--- config.mk ---
export PLATFORM = sky130hd
export DESIGN_NAME = pll_lock_seq_flat
export DESIGN_NICKNAME = d
export VERILOG_FILES = /design/src/rtl/pll_seq_pkg.sv /design/src/rtl/pll_lock_seq_if.sv /design/src/rtl/pll_tick_counter.sv /design/src/rtl/pll_lock_seq.sv /design/src/flat_wrapper.sv
export SDC_FILE = /design/constraint.sdc
export NUM_CORES = 1
export LEC_CHECK = 0
export BUFFER_PORTS_ARGS = -buffer_cell sky130_fd_sc_hd__buf_4
export CORE_UTILIZATION = 40
export DETAILED_ROUTE_END_ITERATION = 10
export HOLD_SLACK_MARGIN = 0.03
export PLACE_DENSITY_LB_ADDON = 0.3
export SLEW_MARGIN = 25
export SYNTH_ARGS = -nofsm -noshare
export SYNTH_HDL_FRONTEND = slang
export SYNTH_HIERARCHICAL = 1
export SYNTH_SLANG_ARGS = --single-unit
--- constraint.sdc ---
create_clock -name CLK -period 7.45 [get_ports CLK]
set_clock_uncertainty 0.2 [all_clocks]
set_input_delay 0.3725 -clock CLK [delete_from_list [all_inputs] [get_ports CLK]]
set_output_delay 0.3725 -clock CLK [all_outputs]
set_load 0.02 [all_outputs]
--- src/rtl/pll_seq_pkg.sv ---
// Shared types and constants for the PLL power-up / lock sequencer.
// Latency: n/a (types, constants and pure functions only).
// Backpressure: n/a.
package pll_seq_pkg;

    localparam int PLL_SEQ_CNT_W  = 16;
    localparam int PLL_SEQ_TICK_W = 8;

    typedef enum logic [2:0] {
        IDLE,
        CP_ON,
        VCO_ON,
        MEASURE,
        RETRY_OFF,
        LOCKED,
        FAIL
    } pll_seq_state_t;

    // Registered output image, one bit per macro/control pin.
    typedef struct packed {
        logic en_cp;
        logic en_vco;
        logic clk_sel;
        logic locked;
        logic fail;
    } pll_seq_outs_t;

    // Output values that belong to each state; the FSM loads these on the
    // same edge that enters the state, so outputs never lag the state.
    function automatic pll_seq_outs_t pll_seq_outs(input pll_seq_state_t s);
        pll_seq_outs_t o;
        o = '0;
        case (s)
            CP_ON: begin
                o.en_cp = 1'b1;
            end
            VCO_ON, MEASURE: begin
                o.en_cp  = 1'b1;
                o.en_vco = 1'b1;
            end
            LOCKED: begin
                o.en_cp   = 1'b1;
                o.en_vco  = 1'b1;
                o.clk_sel = 1'b1;
                o.locked  = 1'b1;
            end
            FAIL: begin
                o.fail = 1'b1;
            end
            default: begin
                o = '0;
            end
        endcase
        return o;
    endfunction

    // True when |cnt - exp_ticks| <= tol, evaluated in signed integer range
    // so a tolerance wider than the expected count cannot wrap.
    function automatic logic pll_seq_in_tol(input logic [PLL_SEQ_TICK_W-1:0] cnt,
                                            input int exp_ticks,
                                            input int tol);
        int diff;
        diff = int'(cnt) - exp_ticks;
        if (diff < 0) begin
            diff = -diff;
        end
        return (diff <= tol);
    endfunction

endpackage

--- src/rtl/pll_lock_seq_if.sv ---
// Control and status bundle between the system controller and the PLL sequencer.
// Latency: n/a (wires only).
// Backpressure: none; start is a level request, pll_tick a free-running pulse.
interface pll_lock_seq_if;

    logic start;
    logic pll_tick;
    logic ENb_CP;
    logic ENb_VCO;
    logic clk_sel;
    logic locked;
    logic fail;

    // Controller side: requests the PLL and supplies the divided PLL tick.
    modport master (
        output start,
        output pll_tick,
        input  ENb_CP,
        input  ENb_VCO,
        input  clk_sel,
        input  locked,
        input  fail
    );

    // Sequencer side.
    modport slave (
        input  start,
        input  pll_tick,
        output ENb_CP,
        output ENb_VCO,
        output clk_sel,
        output locked,
        output fail
    );

endinterface

--- src/rtl/pll_tick_counter.sv ---
// Counts pll_tick pulses over a WINDOW-cycle window and compares against EXP_TICKS +/- TOL.
// Latency: done/pass are valid combinationally on the last window cycle (tick on that cycle included).
// Backpressure: none; dropping run clears the window so the FSM can restart it at will.
module pll_tick_counter
    import pll_seq_pkg::*;
#(
    parameter int WINDOW    = 64,
    parameter int EXP_TICKS = 8,
    parameter int TOL       = 1
) (
    input  logic CLK,
    input  logic RST_N,
    input  logic run,
    input  logic tick,
    output logic done,
    output logic pass
);

    localparam logic [PLL_SEQ_CNT_W-1:0] WIN_LAST = PLL_SEQ_CNT_W'(WINDOW - 1);

    logic [PLL_SEQ_CNT_W-1:0]  win_cnt;
    logic [PLL_SEQ_TICK_W-1:0] tick_cnt;
    logic [PLL_SEQ_TICK_W-1:0] tick_sum;

    // Saturating count including the tick present this cycle, so the final
    // window cycle contributes to the verdict issued on that same edge.
    assign tick_sum = (tick && (tick_cnt != '1)) ? (tick_cnt + PLL_SEQ_TICK_W'(1)) : tick_cnt;

    assign done = run && (win_cnt == WIN_LAST);
    assign pass = pll_seq_in_tol(tick_sum, EXP_TICKS, TOL);

    // Window/tick accumulation; a finished window rolls straight into the next.
    always_ff @(posedge CLK) begin
        if (!RST_N) begin
            win_cnt  <= '0;
            tick_cnt <= '0;
        end else if (!run || done) begin
            win_cnt  <= '0;
            tick_cnt <= '0;
        end else begin
            win_cnt  <= win_cnt + PLL_SEQ_CNT_W'(1);
            tick_cnt <= tick_sum;
        end
    end

endmodule

--- src/rtl/pll_lock_seq.sv ---
// Power-up/lock sequencer for the avsdpll: CP enable, VCO enable, settle, frequency check, clock handover.
// Latency: outputs registered; nominal lock CP_SETTLE+LOCK_WAIT+WINDOW edges after start (PLL_SEQ_MONITOR_EN adds continuous re-measure in LOCKED).
// Backpressure: none; start=0 or RST_N=0 returns everything to idle on the next edge.
module pll_lock_seq
    import pll_seq_pkg::*;
#(
    parameter int CP_SETTLE = 16,
    parameter int LOCK_WAIT = 256,
    parameter int WINDOW    = 64,
    parameter int EXP_TICKS = 8,
    parameter int TOL       = 1,
    parameter int MAX_RETRY = 3
) (
    input  logic          CLK,
    input  logic          RST_N,
    pll_lock_seq_if.slave seq_if
);

    localparam logic [PLL_SEQ_CNT_W-1:0] CP_LAST   = PLL_SEQ_CNT_W'(CP_SETTLE - 1);
    localparam logic [PLL_SEQ_CNT_W-1:0] LOCK_LAST = PLL_SEQ_CNT_W'(LOCK_WAIT - 1);
    localparam logic [PLL_SEQ_CNT_W-1:0] RETRY_MAX = PLL_SEQ_CNT_W'(MAX_RETRY);

    pll_seq_state_t           state;
    pll_seq_outs_t            outs;
    logic [PLL_SEQ_CNT_W-1:0] dur_cnt;
    logic [PLL_SEQ_CNT_W-1:0] retry_cnt;
    logic                     win_run;
    logic                     win_done;
    logic                     win_pass;

    // The measurement window runs only while the loop is being checked;
    // with the monitor enabled LOCKED keeps checking back-to-back windows.
`ifdef PLL_SEQ_MONITOR_EN
    assign win_run = (state == MEASURE) || (state == LOCKED);
`else
    assign win_run = (state == MEASURE);
`endif

    pll_tick_counter #(
        .WINDOW    (WINDOW),
        .EXP_TICKS (EXP_TICKS),
        .TOL       (TOL)
    ) u_tick_counter (
        .CLK   (CLK),
        .RST_N (RST_N),
        .run   (win_run),
        .tick  (seq_if.pll_tick),
        .done  (win_done),
        .pass  (win_pass)
    );

    assign seq_if.ENb_CP  = outs.en_cp;
    assign seq_if.ENb_VCO = outs.en_vco;
    assign seq_if.clk_sel = outs.clk_sel;
    assign seq_if.locked  = outs.locked;
    assign seq_if.fail    = outs.fail;

    // Sequencer FSM with duration/retry counters; outputs are loaded together
    // with the next state so clk_sel can never lead ENb_VCO.
    always_ff @(posedge CLK) begin
        if (!RST_N) begin
            state     <= IDLE;
            outs      <= '0;
            dur_cnt   <= '0;
            retry_cnt <= '0;
        end else if (!seq_if.start) begin
            state     <= IDLE;
            outs      <= '0;
            dur_cnt   <= '0;
            retry_cnt <= '0;
        end else begin
            case (state)
                IDLE: begin
                    state     <= CP_ON;
                    outs      <= pll_seq_outs(CP_ON);
                    dur_cnt   <= '0;
                    retry_cnt <= '0;
                end
                CP_ON: begin
                    if (dur_cnt == CP_LAST) begin
                        state   <= VCO_ON;
                        outs    <= pll_seq_outs(VCO_ON);
                        dur_cnt <= '0;
                    end else begin
                        dur_cnt <= dur_cnt + PLL_SEQ_CNT_W'(1);
                    end
                end
                VCO_ON: begin
                    if (dur_cnt == LOCK_LAST) begin
                        state   <= MEASURE;
                        outs    <= pll_seq_outs(MEASURE);
                        dur_cnt <= '0;
                    end else begin
                        dur_cnt <= dur_cnt + PLL_SEQ_CNT_W'(1);
                    end
                end
                MEASURE: begin
                    if (win_done) begin
                        if (win_pass) begin
                            state <= LOCKED;
                            outs  <= pll_seq_outs(LOCKED);
                        end else if (retry_cnt < RETRY_MAX) begin
                            state     <= RETRY_OFF;
                            outs      <= pll_seq_outs(RETRY_OFF);
                            retry_cnt <= retry_cnt + PLL_SEQ_CNT_W'(1);
                            dur_cnt   <= '0;
                        end else begin
                            state <= FAIL;
                            outs  <= pll_seq_outs(FAIL);
                        end
                    end
                end
                RETRY_OFF: begin
                    if (dur_cnt == CP_LAST) begin
                        state   <= CP_ON;
                        outs    <= pll_seq_outs(CP_ON);
                        dur_cnt <= '0;
                    end else begin
                        dur_cnt <= dur_cnt + PLL_SEQ_CNT_W'(1);
                    end
                end
                LOCKED: begin
`ifdef PLL_SEQ_MONITOR_EN
                    // Losing frequency in service starts a fresh retry budget.
                    if (win_done && !win_pass) begin
                        state     <= RETRY_OFF;
                        outs      <= pll_seq_outs(RETRY_OFF);
                        retry_cnt <= '0;
                        dur_cnt   <= '0;
                    end
`else
                    state <= LOCKED;
`endif
                end
                FAIL: begin
                    state <= FAIL;
                end
                default: begin
                    state <= IDLE;
                    outs  <= '0;
                end
            endcase
        end
    end

endmodule

--- src/flat_wrapper.sv ---
// flat-port wrapper written by rule: the top's interface ports become plain ports
module pll_lock_seq_flat import pll_seq_pkg::*;
#(
    parameter int CP_SETTLE = 16,
    parameter int LOCK_WAIT = 256,
    parameter int WINDOW    = 64,
    parameter int EXP_TICKS = 8,
    parameter int TOL       = 1,
    parameter int MAX_RETRY = 3
)
  (CLK, RST_N, seq_if_start, seq_if_pll_tick, seq_if_ENb_CP, seq_if_ENb_VCO, seq_if_clk_sel, seq_if_locked, seq_if_fail);
  pll_lock_seq_if seq_if_i ();
  input  logic CLK;
  input  logic RST_N;
  input wire logic [$bits(seq_if_i.start)-1:0] seq_if_start;
  input wire logic [$bits(seq_if_i.pll_tick)-1:0] seq_if_pll_tick;
  output wire logic [$bits(seq_if_i.ENb_CP)-1:0] seq_if_ENb_CP;
  output wire logic [$bits(seq_if_i.ENb_VCO)-1:0] seq_if_ENb_VCO;
  output wire logic [$bits(seq_if_i.clk_sel)-1:0] seq_if_clk_sel;
  output wire logic [$bits(seq_if_i.locked)-1:0] seq_if_locked;
  output wire logic [$bits(seq_if_i.fail)-1:0] seq_if_fail;
  assign seq_if_i.start = seq_if_start;
  assign seq_if_i.pll_tick = seq_if_pll_tick;
  assign seq_if_ENb_CP = seq_if_i.ENb_CP;
  assign seq_if_ENb_VCO = seq_if_i.ENb_VCO;
  assign seq_if_clk_sel = seq_if_i.clk_sel;
  assign seq_if_locked = seq_if_i.locked;
  assign seq_if_fail = seq_if_i.fail;
  pll_lock_seq #(.CP_SETTLE(CP_SETTLE), .LOCK_WAIT(LOCK_WAIT), .WINDOW(WINDOW), .EXP_TICKS(EXP_TICKS), .TOL(TOL), .MAX_RETRY(MAX_RETRY)) u_core (.CLK(CLK), .RST_N(RST_N), .seq_if(seq_if_i));
endmodule
# Word level (Yosys, flattened, before mapping)
# Index checks and enable logic that the tools add are counted.
totals:
  word_cells: 78
  out_inout_bits: 5
  register_bits: 64
op_classes:
  bitwise: 2
  n_mux: 26
  n_lt_le_gt_ge: 3
  n_eq_ne: 16
  n_addsub: 6
  n_reduce_logical: 15
ops:
  columns: ["op", "count"]
  rows:
  - ["two-way mux 16 bit", 8]
  - ["case mux 16 bit (4 select lines)", 1]
  - ["adder 16 x 1 -> 16 bit (second input constant)", 3]
  - ["<= comparator 32 x 2 -> 1 bit (second input constant)", 1]
  - ["two-way mux 32 bit", 1]
  - ["negation 9 -> 32 bit", 1]
  - ["case mux 16 bit (2 select lines)", 1]
  - ["case mux 5 bit (6 select lines)", 1]
  - ["two-way mux 5 bit", 5]
  - ["case mux 3 bit (7 select lines)", 1]
  - ["== test 16 x 4 -> 1 bit (second input constant)", 1]
  - ["== test 16 x 6 -> 1 bit (second input constant)", 1]
  - ["== test 16 x 8 -> 1 bit (second input constant)", 1]
  - ["less-than comparator 16 x 2 -> 1 bit (second input constant)", 1]
  - ["two-way mux 3 bit", 5]
  - ["AND reduction 4 bit", 3]
  - ["inequality test 2 x 1 -> 1 bit (second input constant)", 5]
  - ["== test 3 bit (second input constant)", 3]
  - ["less-than comparator 9 x 1 -> 1 bit (second input constant)", 1]
  - ["subtractor 8 x 4 -> 9 bit (second input constant)", 1]
  - ["adder 8 x 1 -> 8 bit (second input constant)", 1]
  - ["two-way mux 8 bit", 1]
  - ["inequality test 8 bit (second input constant)", 1]
  - ["== test 3 x 2 -> 1 bit (second input constant)", 2]
  - ["other kinds (14)", 18]

# Depth between registers and ports, before layout
# Gate-level depths: netlist (run 1).
logic_depth:
  ltp_word: 10
  mapped_depth: 17
  depth_no_buf: 16

# Hierarchy
# The synthesis (run 1) kept the hierarchy.
by_module_without_submodules:
  columns: ["mod", "n_inst", "cells_each", "seq_area_each_um2", "area_per_inst_um2"]
  rows:
  - ["pll_lock_seq", 1, 219, 780.7, 1885.6]
  - ["pll_tick_counter", 1, 167, 480.5, 1377.6]

# Worst setup path after synthesis (run 1)
# Ideal clock, no wire load.
synth_path:
  path_type: "reg-to-reg"
  startpoint: "reg u_core.u_tick_counter.tick_cnt[1]"
  endpoint: "reg u_core.dur_cnt[12]"
  setup_time_ns: 0.091
  n_path_buf: 1
  t_required_ns: 7.159
  arrival_time_ns: 3.518
  period_less_slack_ns: 3.809
  slack_ns: 3.641
  stages_incl_launch_ff: 17
  cell_sequence: "dfxtp_1 -> ha_1 -> nand4_1 -> o21ai_2 -> xor2_1 -> ha_1 -> o21ai_0 -> nor2_1 -> o21ai_0 -> a211oi_2 -> o2111ai_1 -> a221oi_2 -> nor2b_1 -> o21ai_0 -> clkbuf_1 -> nor2_1 -> a311oi_1"
synth_via:
  elab_chain_len: 9
  elab_cells_between_ends: 11
synth_lines:
  columns: ["element", "line_no", "source"]
  rows:
  - ["start: declaration", "pll_tick_counter.sv:22", "logic [PLL_SEQ_TICK_W-1:0] tick_cnt;"]
  - ["start signal: assignment", "pll_tick_counter.sv:42", "tick_cnt <= tick_sum;"]
  - ["branches (longest 2 deep; another with adder 8 x 1 -> 8 bit)", null, null]
  - ["two-way mux 8 bit (*)", "pll_tick_counter.sv:27", "assign tick_sum = (tick && (tick_cnt != '1)) ? (tick_cnt + PLL_SEQ_TICK_W'(1)) : tick_cnt;"]
  - ["subtractor 8 x 4 -> 9 bit (*)", "pll_seq_pkg.sv:63", "diff = int'(cnt) - exp_ticks;"]
  - ["negation 9 -> 32 bit / less-than comparator 9 x 1 -> 1 bit (equally long branches)", "pll_seq_pkg.sv:65, pll_seq_pkg.sv:64", null]
  - ["two-way mux 32 bit (*)", "pll_seq_pkg.sv:64", "if (diff < 0) begin"]
  - ["<= comparator 32 x 2 -> 1 bit (*)", "pll_seq_pkg.sv:67", "return (diff <= tol);"]
  - ["via u_core.win_pass", "pll_lock_seq.sv:29", "logic win_pass;"]
  - ["inequality test 2 bit (no line) (*)", null, null]
  - ["AND reduction 4 bit (no line) (*)", null, null]
  - ["end signal: assignment", "pll_lock_seq.sv:85", "dur_cnt <= dur_cnt + PLL_SEQ_CNT_W'(1);"]
  - ["end signal: assignment", "pll_lock_seq.sv:94", "dur_cnt <= dur_cnt + PLL_SEQ_CNT_W'(1);"]
  - ["end signal: assignment", "pll_lock_seq.sv:119", "dur_cnt <= dur_cnt + PLL_SEQ_CNT_W'(1);"]
  - ["end: declaration", "pll_lock_seq.sv:25", "logic [PLL_SEQ_CNT_W-1:0] dur_cnt;"]
# Mark *: on every way through the listed nets, which the timed path passes.
# A chain may end at the register's enable or synchronous reset.

# Final worst setup path (run 1)
layout_path:
  startpoint: "reg u_core.u_tick_counter.tick_cnt[0]"
  endpoint: "reg u_core.dur_cnt[13]"
# Same word-level chain as after synthesis.

==> metrics.md, run 1 <==
| Metric | Value |
|---|---|
| CTS Hold Buffers Added | 0 |
| Synth cell types | 63 |
| CP Cell Sequence | ha_1 > nand4_1 > o21bai_1 > nor2_1 > a21o_2 > ha_1 > xor2_1 > nor3_1 > o311ai_0 > a221oi_2 > nor2b_1 > o21ai_0 > buf_4 > or2_2 > o21ai_2 > a211oi_1 |
| DRC | 0 |
| Total of max-cap violations | 0 |
| Nets | 397 |
| Syn-to-layout area delta | 10.47% |
| Detailed placement HPWL | 4.353 mm |
| Gate Count Post-Synth | 386 |
| Die Y | 92.32 um |
| Setup TNS | 0 ns |
| Max-slew headroom | 39.05% |
| # rows | 32 |
| Crit-path slowest cell | dfxtp_1 |
| Final worst slack | 2.999 ns |
| WS Path Type | reg -> reg |
| Antenna-violating nets left | 0 |
| Synth Register Bits | 63 |
| Most used DFF post-synth | dfxtp_1 |
| Mean post-synth cell area | 8.454 um2 |
| Setup violators final | 0 |
| Startpoint class of the critical path | flop |
| Post-cts sizing count | 0 |
| P_leak | 1.242 nW |
| Total GRT Usage | 16.17% |
| Worst Tran Pin Value | 0.9117 ns |
| Clk_lat worst skew | 0.34 ns |
| CTS Buffer Depth | 2 |
| Slew Limit Fails | 0 |
| CP Data Required Time | 7.51 ns |
| Vias | 2636 |
| Commonest cells after routing, fill and taps aside | 63 x dfxtp_1, 58 x nor2_1, 29 x nand2_1 |
| First-pass GRT wire length | 11.01 mm |
| Vias in the first global route | 2416 |
| Avg WL per Cell | 12.64 um |
| Initial antenna violation count | 0 |
| F_max | 224.7 MHz |
| Crit path arrival time | 4.51 ns |
| Commonest non-fill, non-tap cell in the layout | dfxtp_1 |
| Die area | 8523 um2 |
| Port Buffers | 8 |
| Status | complete, no violations |
| Worst-path clk slew | 0.07 ns |
| Setup crit end kind | flop |
| Fillers | 768 |
| TritonCTS clock tree | yes |
| CTS buffer count | 9 |
| CP max FO | 14 |
| Crit path max-delay family | compound AO/OA/AOI/OAI gates |
| Final hold violation count | 0 |
| Peak supply drop | 0.00008643 V |
| Root Buffer | clkbuf_8 |
| RSZ-0062 raised after global routing | false |
| Crit path largest cell delay | 0.50 ns |
| Congestion Overflow GR | 0 |
| Hold WC Path Type | reg -> reg |
| Gpl congestion | 0.8208 |
| Power share of the clock group | 49.7% |
| Pwr Density | 197.1 nW/um2 |
| Final worst path period share | 59.74% |
| Layout cells sized above 1 | 11.51% |
| Syn Nets | 397 |
| Synth Cell Area | 3263 um2 |
| Boundary pin count | 9 |
| Largest net degree at the start of global routing | 25 |
| EDFF count, synth | 0 |
| Clock sink count | 63 |
| Starting DRT DRC Count | 86 |
| CP dominant cell by count | ha_1 |
| Final Critical Period | 4.451 ns |
| Synth warn | 6 |
| DR pass1 iterations | 4 |
| # diodes | 0 |
| Combinational fraction of design power | 2.5% |
| Starting Density | 41.79% |
| FFs w/ async S/R, synth | 0% |
| Seq/Total Area, Yosys | 38.65% |
| Final Util | 46.17% |
| Buf+Inv Stages, Crit Path | 1 |
| P_int | 0.5662 mW |
| Post-CTS setup buffers | 0 |
| Sw Pwr | 0.1444 mW |
| Flop pwr share | 47.8% |
| Setup WS pre-CTS | 3.100 ns |
| Core area | 7807 um2 |
| Vias per std cell | 5.347 |
| Die width | 92.32 um |
| H-tree depth | 3 |
| Drt total wl | 6.231 mm |
| Switch share | 20.32% |
## stage by stage
stage | hold WS [ns] | power [mW] | instance area, um2 | std cells
2_1_floorplan | 0.2260 | 0.3602 | 3263 | 386
3_3_place_gp | 0.2432 | 0.3646 | 3361 | 477
3_5_place_dp | 0.2498 | 0.3648 | 3368 | 477
4_1_cts | 0.2662 | 0.7217 | 3605 | 493
5_1_grt | 0.2795 | 0.7402 | 3605 | 493
6_report | 0.2603 | 0.7106 | 3605 | 493
## cells by family (layout without fill, tap and decap cells)
family	Yosys count	in the layout	synth area share (%)
XOR/XNOR	32	32	8.589
AND/OR/NAND/NOR	189	189	30.37
multiplexers	8	8	2.492
flip-flops	63	63	38.65
adder cells (fa/ha/maj)	7	7	2.684
buffers and inverters	30	35	4.141
AO/OA/AOI/OAI	57	57	13.08
## worst reg2reg max path: cells and delay by family, from the launching register on
kind	cells	cell delay, ns
compound gates	7	1.78
xor+xnor	1	0.17
fa+ha+maj	2	0.60
buf+inv	1	0.21
flops	1	0.50
simple gates	5	0.89
## cell usage after synthesis, drive strengths merged (2+ instances only)
master | count | area, um2
a211oi | 5 | 55.05
a21o | 2 | 17.52
a21oi | 10 | 53.80
a22oi | 2 | 15.01
a31oi | 3 | 18.77
a41oi | 2 | 17.52
and2 | 13 | 81.33
and3 | 6 | 40.03
and4 | 3 | 28.78
buf | 8 | 50.04
clkbuf | 12 | 47.55
dfxtp | 63 | 1261
ha | 7 | 87.58
inv | 10 | 37.54
mux2i | 7 | 70.07
nand2 | 29 | 108.9
nand2b | 5 | 31.28
nand3 | 16 | 80.08
nand3b | 3 | 22.52
nand4 | 12 | 90.09
nor2 | 58 | 217.7
nor2b | 3 | 18.77
nor3 | 15 | 75.07
nor3b | 2 | 15.01
nor4 | 13 | 96.34
o21a | 3 | 22.52
o21ai | 14 | 77.58
o21bai | 2 | 15.01
or2 | 2 | 12.51
or4 | 6 | 48.80
xnor2 | 19 | 166.4
xor2 | 13 | 113.9
## sequential cells by signal, summed over array words and instances (netlist names)
name / flops
u_core/dur_cnt: 16
u_core/retry_cnt: 16
u_core/u_tick_counter/win_cnt: 16
u_core/u_tick_counter/tick_cnt: 8
u_core/state: 3
u_core/seq_if.ENb_CP: 1
u_core/seq_if.ENb_VCO: 1
u_core/seq_if.clk_sel: 1
u_core/seq_if.fail: 1
## path summary, 6_finish.rpt
path                                          start                                to  slack, ns  cells past startpoint
setup / recovery  u_core/u_tick_counter/tick_cnt[0]                u_core/dur_cnt[13]       3.00                     16
hold / removal     u_core/u_tick_counter/win_cnt[0]  u_core/u_tick_counter/win_cnt[0]       0.26                      1
hold reg to reg    u_core/u_tick_counter/win_cnt[0]  u_core/u_tick_counter/win_cnt[0]       0.26                      1
setup reg to reg  u_core/u_tick_counter/tick_cnt[0]                u_core/dur_cnt[13]       3.00                     16
## power groups by stage
stage | Combinational [mW] | Sequential, mW | Clock [mW]
3_3_place_gp | 0.0174 | 0.347 | 0
2_1_floorplan | 0.0137 | 0.346 | 0
5_1_grt | 0.0198 | 0.340 | 0.381
6_report | 0.0177 | 0.340 | 0.353
3_5_place_dp | 0.0176 | 0.347 | 0
4_1_cts | 0.0177 | 0.339 | 0.365
## layout make-up
cell class / instances / area (um2) / area share, %
inverters: 10 / 37.54 / 1.041
clock inverters: 6 / 108.9 / 3.020
repair buffers: 9 / 67.56 / 1.874
multi-input cells: 293 / 1874 / 52.00
well taps: 102 / 127.6 / 3.540
flip-flops and latches: 63 / 1261 / 34.99
clock buffers: 10 / 127.6 / 3.540
## per-layer routing
metal / vias to the layer above / GRT usage, % / wire, um
met1: 1217 / 21.04 / 3117
met3: 6 / 5.090 / 229
met2: 48 / 24.57 / 2821
met4: 0 / 6.901 / 64
li1: 1365 / - / -
met5: - / 0 / 0
Power figures use the tool's default switching activity.
==> inputs of run 2 (changes only) <==
==> constraint.sdc (replaced) <==
create_clock -name CLK -period 4.2 [get_ports CLK]
set_clock_uncertainty 0.2 [all_clocks]
set_input_delay 0.21 -clock CLK [delete_from_list [all_inputs] [get_ports CLK]]
set_output_delay 0.21 -clock CLK [all_outputs]
set_load 0.02 [all_outputs]
==> run 2 against run 1 <==
- final area grew 0.42%
- die area unchanged
- cell count grew 1.4%
- sequential cell count unchanged
- non-clock buffer count increased by 7
- worst hold slack worse by 0.12 ns
- count of clock-buffer cells in the layout down 1
- worst setup slack worse by 2.7 ns
- sequential share of layout area decreased by 0.15 points
- critical endpoint is now u_core/dur_cnt[6]
==> metrics.md, run 2 (synthesis results as in run 1) <==
| Metric | Value |
|---|---|
| CTS buffer count | 9 |
| CTS Hold Buffers Added | 0 |
| Avg WL per Cell | 12.52 um |
| P_leak | 1.250 nW |
| Final worst path period share | 91.93% |
| Startpoint class of the critical path | flop |
| Vias | 2673 |
| Worst-path clk slew | 0.09 ns |
| Layout cells sized above 1 | 13.32% |
| Fillers | 756 |
| Final Util | 46.36% |
| Largest net degree at the start of global routing | 25 |
| Final worst slack | 0.3388 ns |
| TritonCTS clock tree | yes |
| Crit-path slowest cell | dfxtp_1 |
| Vias per std cell | 5.346 |
| Post-CTS setup buffers | 0 |
| DRC | 0 |
| Biggest regs | u_core/dur_cnt: 16 flops, u_core/retry_cnt: 16 flops, u_core/u_tick_counter/win_cnt: 16 flops |
| Die Y | 92.32 um |
| Commonest non-fill, non-tap cell in the layout | dfxtp_1 |
| Switch share | 23.86% |
| Final hold violation count | 0 |
| Final cell count without fillers | 500 |
| H-tree depth | 3 |
| Congestion Overflow GR | 0 |
| RSZ-0062 raised after global routing | false |
| # rows | 32 |
| Commonest cells after routing, fill and taps aside | 63 x dfxtp_1, 58 x nor2_1, 29 x nand2_1 |
| Peak supply drop | 0.0001759 V |
| Core area | 7807 um2 |
| Detailed placement HPWL | 4.400 mm |
| P_int | 0.8917 mW |
| Root Buffer | clkbuf_8 |
| Total of max-cap violations | 0 |
| CTS Buffer Depth | 2 |
| CP Data Required Time | 4.27 ns |
| WS Path Type | reg -> reg |
| Die width | 92.32 um |
| Antenna-violating nets left | 0 |
| Slew Limit Fails | 0 |
| Crit path largest cell delay | 0.48 ns |
| Clk_lat worst skew | 0.34 ns |
| Setup WS pre-CTS | 0.3417 ns |
| # diodes | 0 |
| Setup crit end kind | flop |
| DR pass1 iterations | 5 |
| Hold WC Path Type | in -> reg |
| Final Critical Period | 3.861 ns |
| Combinational fraction of design power | 2.8% |
| Power share of the clock group | 45.8% |
| Final std cell area, no fill | 3620 um2 |
| Die area | 8523 um2 |
| Port Buffers | 8 |
| Gpl congestion | 0.8143 |
| Vias in the first global route | 2439 |
| CP dominant cell by count | o21ai_0 |
| Status | complete, no violations |
| CP Cell Sequence | nand3_1 > o21ai_2 > xor2_1 > ha_1 > o21ai_0 > nor2_1 > o21ai_0 > a211oi_2 > o2111ai_1 > a221oi_2 > nor2b_1 > o21ai_0 > buf_4 > or2_2 > o21ai_2 > buf_4 > a31oi_1 |
| Worst Tran Pin Value | 0.9210 ns |
| Buf+Inv Stages, Crit Path | 2 |
| F_max | 259.0 MHz |
| Boundary pin count | 9 |
| Placed insts | 484 |
| Setup TNS | 0 ns |
| Drt total wl | 6.258 mm |
| Pwr Density | 323.6 nW/um2 |
| CP max FO | 14 |
| Max-slew headroom | 38.43% |
| Crit path arrival time | 3.93 ns |
| Crit path max-delay family | compound AO/OA/AOI/OAI gates |
| Initial antenna violation count | 0 |
| Starting DRT DRC Count | 116 |
| Syn-to-layout area delta | 10.93% |
| Starting Density | 41.79% |
| Nets | 404 |
| Sw Pwr | 0.2795 mW |
| First-pass GRT wire length | 10.96 mm |
| Setup violators final | 0 |
| Total GRT Usage | 15.94% |
| Flop pwr share | 51.4% |
| Clock sink count | 63 |
| Dpl cell area | 3413 um2 |
## run 2: cell count changes in the layout (fill, tap and decap cells not counted), moves of 2 or more
cell,before,now
bufinv_16,3,1
inv_6,0,2
clkinv_2,2,0
buf_4,9,16
clkinvlp_4,0,2
## run 2: layout make-up
| type | count | area, um2 | share of cell area, % |
|---|---|---|---|
| Sequential cell | 63 | 1261 | 34.84 |
| Tap cell | 102 | 127.6 | 3.526 |
| Clock buffer | 9 | 123.9 | 3.422 |
| Clock inverter | 7 | 80.08 | 2.212 |
| Multi-Input combinational cell | 293 | 1869 | 51.64 |
| Timing Repair Buffer | 16 | 120.1 | 3.318 |
| Inverter | 10 | 37.54 | 1.037 |
## run 2: repair_timing
| action | CTS | global route |
|---|---|---|
| setup endpoints to repair | 0 | 6 |
| gates resized for setup | 0 | 1 |
| endpoints found under the hold margin | 0 | 0 |
## run 2: metrics by stage
step                hold slack [ns]  power, mW
finish                       0.1393      1.171
global route                 0.1364      1.226
CTS                          0.1311      1.187
detailed placement           0.2459     0.6487
global placement             0.2435     0.6488
floorplan                    0.2260     0.6389
## run 2: power groups by stage
stage / Clock, mW / Combinational (mW) / Sequential (mW)
2_1_floorplan: 0 / 0.0243 / 0.615
3_3_place_gp: 0 / 0.0330 / 0.616
3_5_place_dp: 0 / 0.0329 / 0.616
4_1_cts: 0.553 / 0.0330 / 0.602
5_1_grt: 0.588 / 0.0362 / 0.602
6_report: 0.537 / 0.0329 / 0.602
## run 2: path summary, 6_finish.rpt
| path | start | to | slack, ns | cells after the start |
|---|---|---|---|---|
| setup / recovery | u_core/u_tick_counter/tick_cnt[3] | u_core/dur_cnt[6] | 0.34 | 17 |
| hold / removal | seq_if_start | u_core/retry_cnt[1] | 0.14 | 3 |
| setup reg to reg | u_core/u_tick_counter/tick_cnt[3] | u_core/dur_cnt[6] | 0.34 | 17 |
| hold reg to reg | u_core/seq_if.ENb_VCO | u_core/seq_if.ENb_VCO | 0.26 | 2 |
## run 2: layer usage
metal	global-route usage [%]	share of wire [%]
met4	5.990	0.94
met5	0	0
met3	4.105	4.0
met2	24.63	44
met1	21.27	51
## run 2: worst reg2reg max path, cell delays in order, from the launching register on
cell and delay (ns):
dfxtp_1 0.48, nand3_1 0.22, o21ai_2 0.29, xor2_1 0.29
ha_1 0.28, o21ai_0 0.11, nor2_1 0.09, o21ai_0 0.12
a211oi_2 0.19, o2111ai_1 0.15, a221oi_2 0.30, nor2b_1 0.10
o21ai_0 0.17, buf_4 0.22, or2_2 0.15, o21ai_2 0.11
buf_4 0.19, a31oi_1 0.12
==> inputs of run 3 (changes only) <==
--- a/config.mk
+++ b/config.mk
@@ -9,6 +9,7 @@
 export CORE_UTILIZATION = 40
 export DETAILED_ROUTE_END_ITERATION = 10
 export HOLD_SLACK_MARGIN = 0.03
+export MAX_ROUTING_LAYER = met4
 export PLACE_DENSITY_LB_ADDON = 0.3
 export SLEW_MARGIN = 25
 export SYNTH_ARGS = -nofsm -noshare
==> run 3 against run 2 <==
- combinational power up 6%
- register-to-register slack better by 0.08 ns
- final area up 0.86%
- clock power up 2%
- critical path depth unchanged
- sequential power about the same
- die area unchanged
- cell count up 0.40%
- wire length up 5.5%
- non-clock buffer count up 2
- critical endpoint is now u_core/dur_cnt[7]
- largest cell class unchanged
==> metrics.md, run 3 (synthesis results as in run 1) <==
| Metric | Value |
|---|---|
| Status | complete, no violations |
| Root Buffer | clkbuf_8 |
| H-tree depth | 3 |
| Drt total wl | 6.602 mm |
| Grt met1 use | 22.09% |
| M2 GR Usage | 26.85% |
| Crit-path slowest cell | dfxtp_1 |
| Peak supply drop | 0.0001746 V |
| Total Power | 1.185 mW |
| RSZ-0062 raised after global routing | false |
| Final cell count without fillers | 502 |
| Avg WL per Cell | 13.15 um |
| Clock sink count | 63 |
| Vias | 2700 |
| Detailed placement HPWL | 4.673 mm |
| TritonCTS clock tree | yes |
| Slew Limit Fails | 0 |
| Commonest non-fill, non-tap cell in the layout | dfxtp_1 |
| Vias in the first global route | 2603 |
| Vias per std cell | 5.378 |
| P_leak | 1.260 nW |
| # rows | 32 |
| Port Buffers | 8 |
| WS Path Type | reg -> reg |
| Setup TNS | 0 ns |
| Congestion Overflow GR | 0 |
| First-pass GRT wire length | 11.67 mm |
| Total of max-cap violations | 0 |
| Largest net degree at the start of global routing | 23 |
| Starting DRT DRC Count | 98 |
| Fillers | 778 |
| Boundary pin count | 9 |
| Total GRT Usage | 17.61% |
| FF+latch area | 1262 um2 |
| GR met3 Demand/Resource | 4.351% |
| F_max | 264.4 MHz |
| Worst Tran Pin Value | 0.7035 ns |
| Multi-input logic area | 1883 um2 |
| Final worst path period share | 90.06% |
| CP Data Required Time | 4.25 ns |
| Clk_lat worst skew | 0.35 ns |
| Commonest cells after routing, fill and taps aside | 62 x dfxtp_1, 58 x nor2_1, 29 x nand2_1 |
| Final Critical Period | 3.783 ns |
| Die area | 8523 um2 |
| Setup crit end kind | flop |
| Final worst slack | 0.4174 ns |
| Antenna-violating nets left | 0 |
| DRC | 0 |
| Crit path max-delay family | compound AO/OA/AOI/OAI gates |
| Final hold violation count | 0 |
| Setup violators final | 0 |
| CTS Buffer Depth | 2 |
| CTS buffer count | 9 |
| Nets | 406 |
| Biggest regs | u_core/dur_cnt: 16 flops, u_core/retry_cnt: 16 flops, u_core/u_tick_counter/win_cnt: 16 flops |
| Crit path arrival time | 3.83 ns |
| Placed insts | 484 |
| Setup WS pre-CTS | 0.2838 ns |
| Die width | 92.32 um |
| Initial antenna violation count | 0 |
| Final Util | 46.76% |
| Pwr Density | 324.7 nW/um2 |
| Buf+Inv Stages, Crit Path | 2 |
| Max-slew headroom | 52.93% |
| Starting Density | 41.79% |
| CP Cell Sequence | ha_2 > nand4_1 > o21bai_1 > nor2_1 > a21o_2 > ha_1 > xor2_1 > nor3_1 > o2111ai_1 > a221oi_2 > nor2b_1 > o21ai_0 > buf_4 > or2_2 > o21ai_2 > buf_4 > nor2_1 |
| Die Y | 92.32 um |
| Gr busiest metal | met2 |
| CP max FO | 6 |
| Layout cells sized above 1 | 14.75% |
| Gpl congestion | 0.8647 |
| Syn-to-layout area delta | 11.89% |
| Hold WC Path Type | in -> reg |
| Startpoint class of the critical path | flop |
| # diodes | 0 |
| DR pass1 iterations | 4 |
| Worst-path clk slew | 0.08 ns |
| Core area | 7807 um2 |
| Crit path largest cell delay | 0.34 ns |
-- run 3: routing by layer --
| layer | share of wire [%] | vias up |
|---|---|---|
| met3 | 3.7 | 14 |
| li1 | - | 1383 |
| met1 | 49 | 1250 |
| met5 | 0 | - |
| met4 | 1.8 | 0 |
| met2 | 45 | 53 |
-- run 3: timing repair --
| item | 4_1_cts | 5_1_grt |
|---|---|---|
| gates resized for setup | 0 | 5 |
| hold buffers | 0 | 0 |
| setup buffers | 0 | 2 |
| setup endpoints to repair | 0 | 11 |
-- run 3: area by class of cell --
| cell class | instances | share of cell area, % |
|---|---|---|
| Multi-Input combinational cell | 293 | 51.58 |
| Sequential cell | 63 | 34.58 |
| Timing Repair Buffer | 18 | 3.701 |
| Tap cell | 102 | 3.496 |
| Clock buffer | 9 | 3.393 |
| Clock inverter | 7 | 2.228 |
| Inverter | 10 | 1.028 |
-- run 3: path summary, 6_finish.rpt --
kind | startpoint | to | slack [ns] | cells past startpoint
setup / recovery | u_core/u_tick_counter/tick_cnt[0] | u_core/dur_cnt[7] | 0.42 | 17
setup reg to reg | u_core/u_tick_counter/tick_cnt[0] | u_core/dur_cnt[7] | 0.42 | 17
hold / removal | seq_if_start | u_core/state[2] | 0.12 | 3
hold reg to reg | u_core/seq_if.fail | u_core/seq_if.fail | 0.26 | 2
-- run 3: worst register-to-register path: stages (launching register included) --
cell       delay [ns]
dfxtp_1          0.34
ha_2             0.25
nand4_1          0.17
o21bai_1         0.21
nor2_1           0.08
a21o_2           0.21
ha_1             0.22
xor2_1           0.25
nor3_1           0.12
o2111ai_1        0.24
a221oi_2         0.10
nor2b_1          0.19
o21ai_0          0.10
buf_4            0.15
or2_2            0.31
o21ai_2          0.30
buf_4            0.20
nor2_1           0.05
-- run 3: power breakdown --
group	internal, mW	switching [mW]	total [mW]
logic	0.0142	0.0206	0.0348
clock network	0.281	0.268	0.549
registers	0.599	0.00338	0.602
total	0.894	0.292	1.19
-- run 3: metrics by stage --
stage	cell area, um2	hold WS (ns)
6_report	3651	0.1238
5_1_grt	3651	0.1465
4_1_cts	3618	0.1100
3_5_place_dp	3413	0.2484
3_3_place_gp	3413	0.2435
2_1_floorplan	3263	0.2260
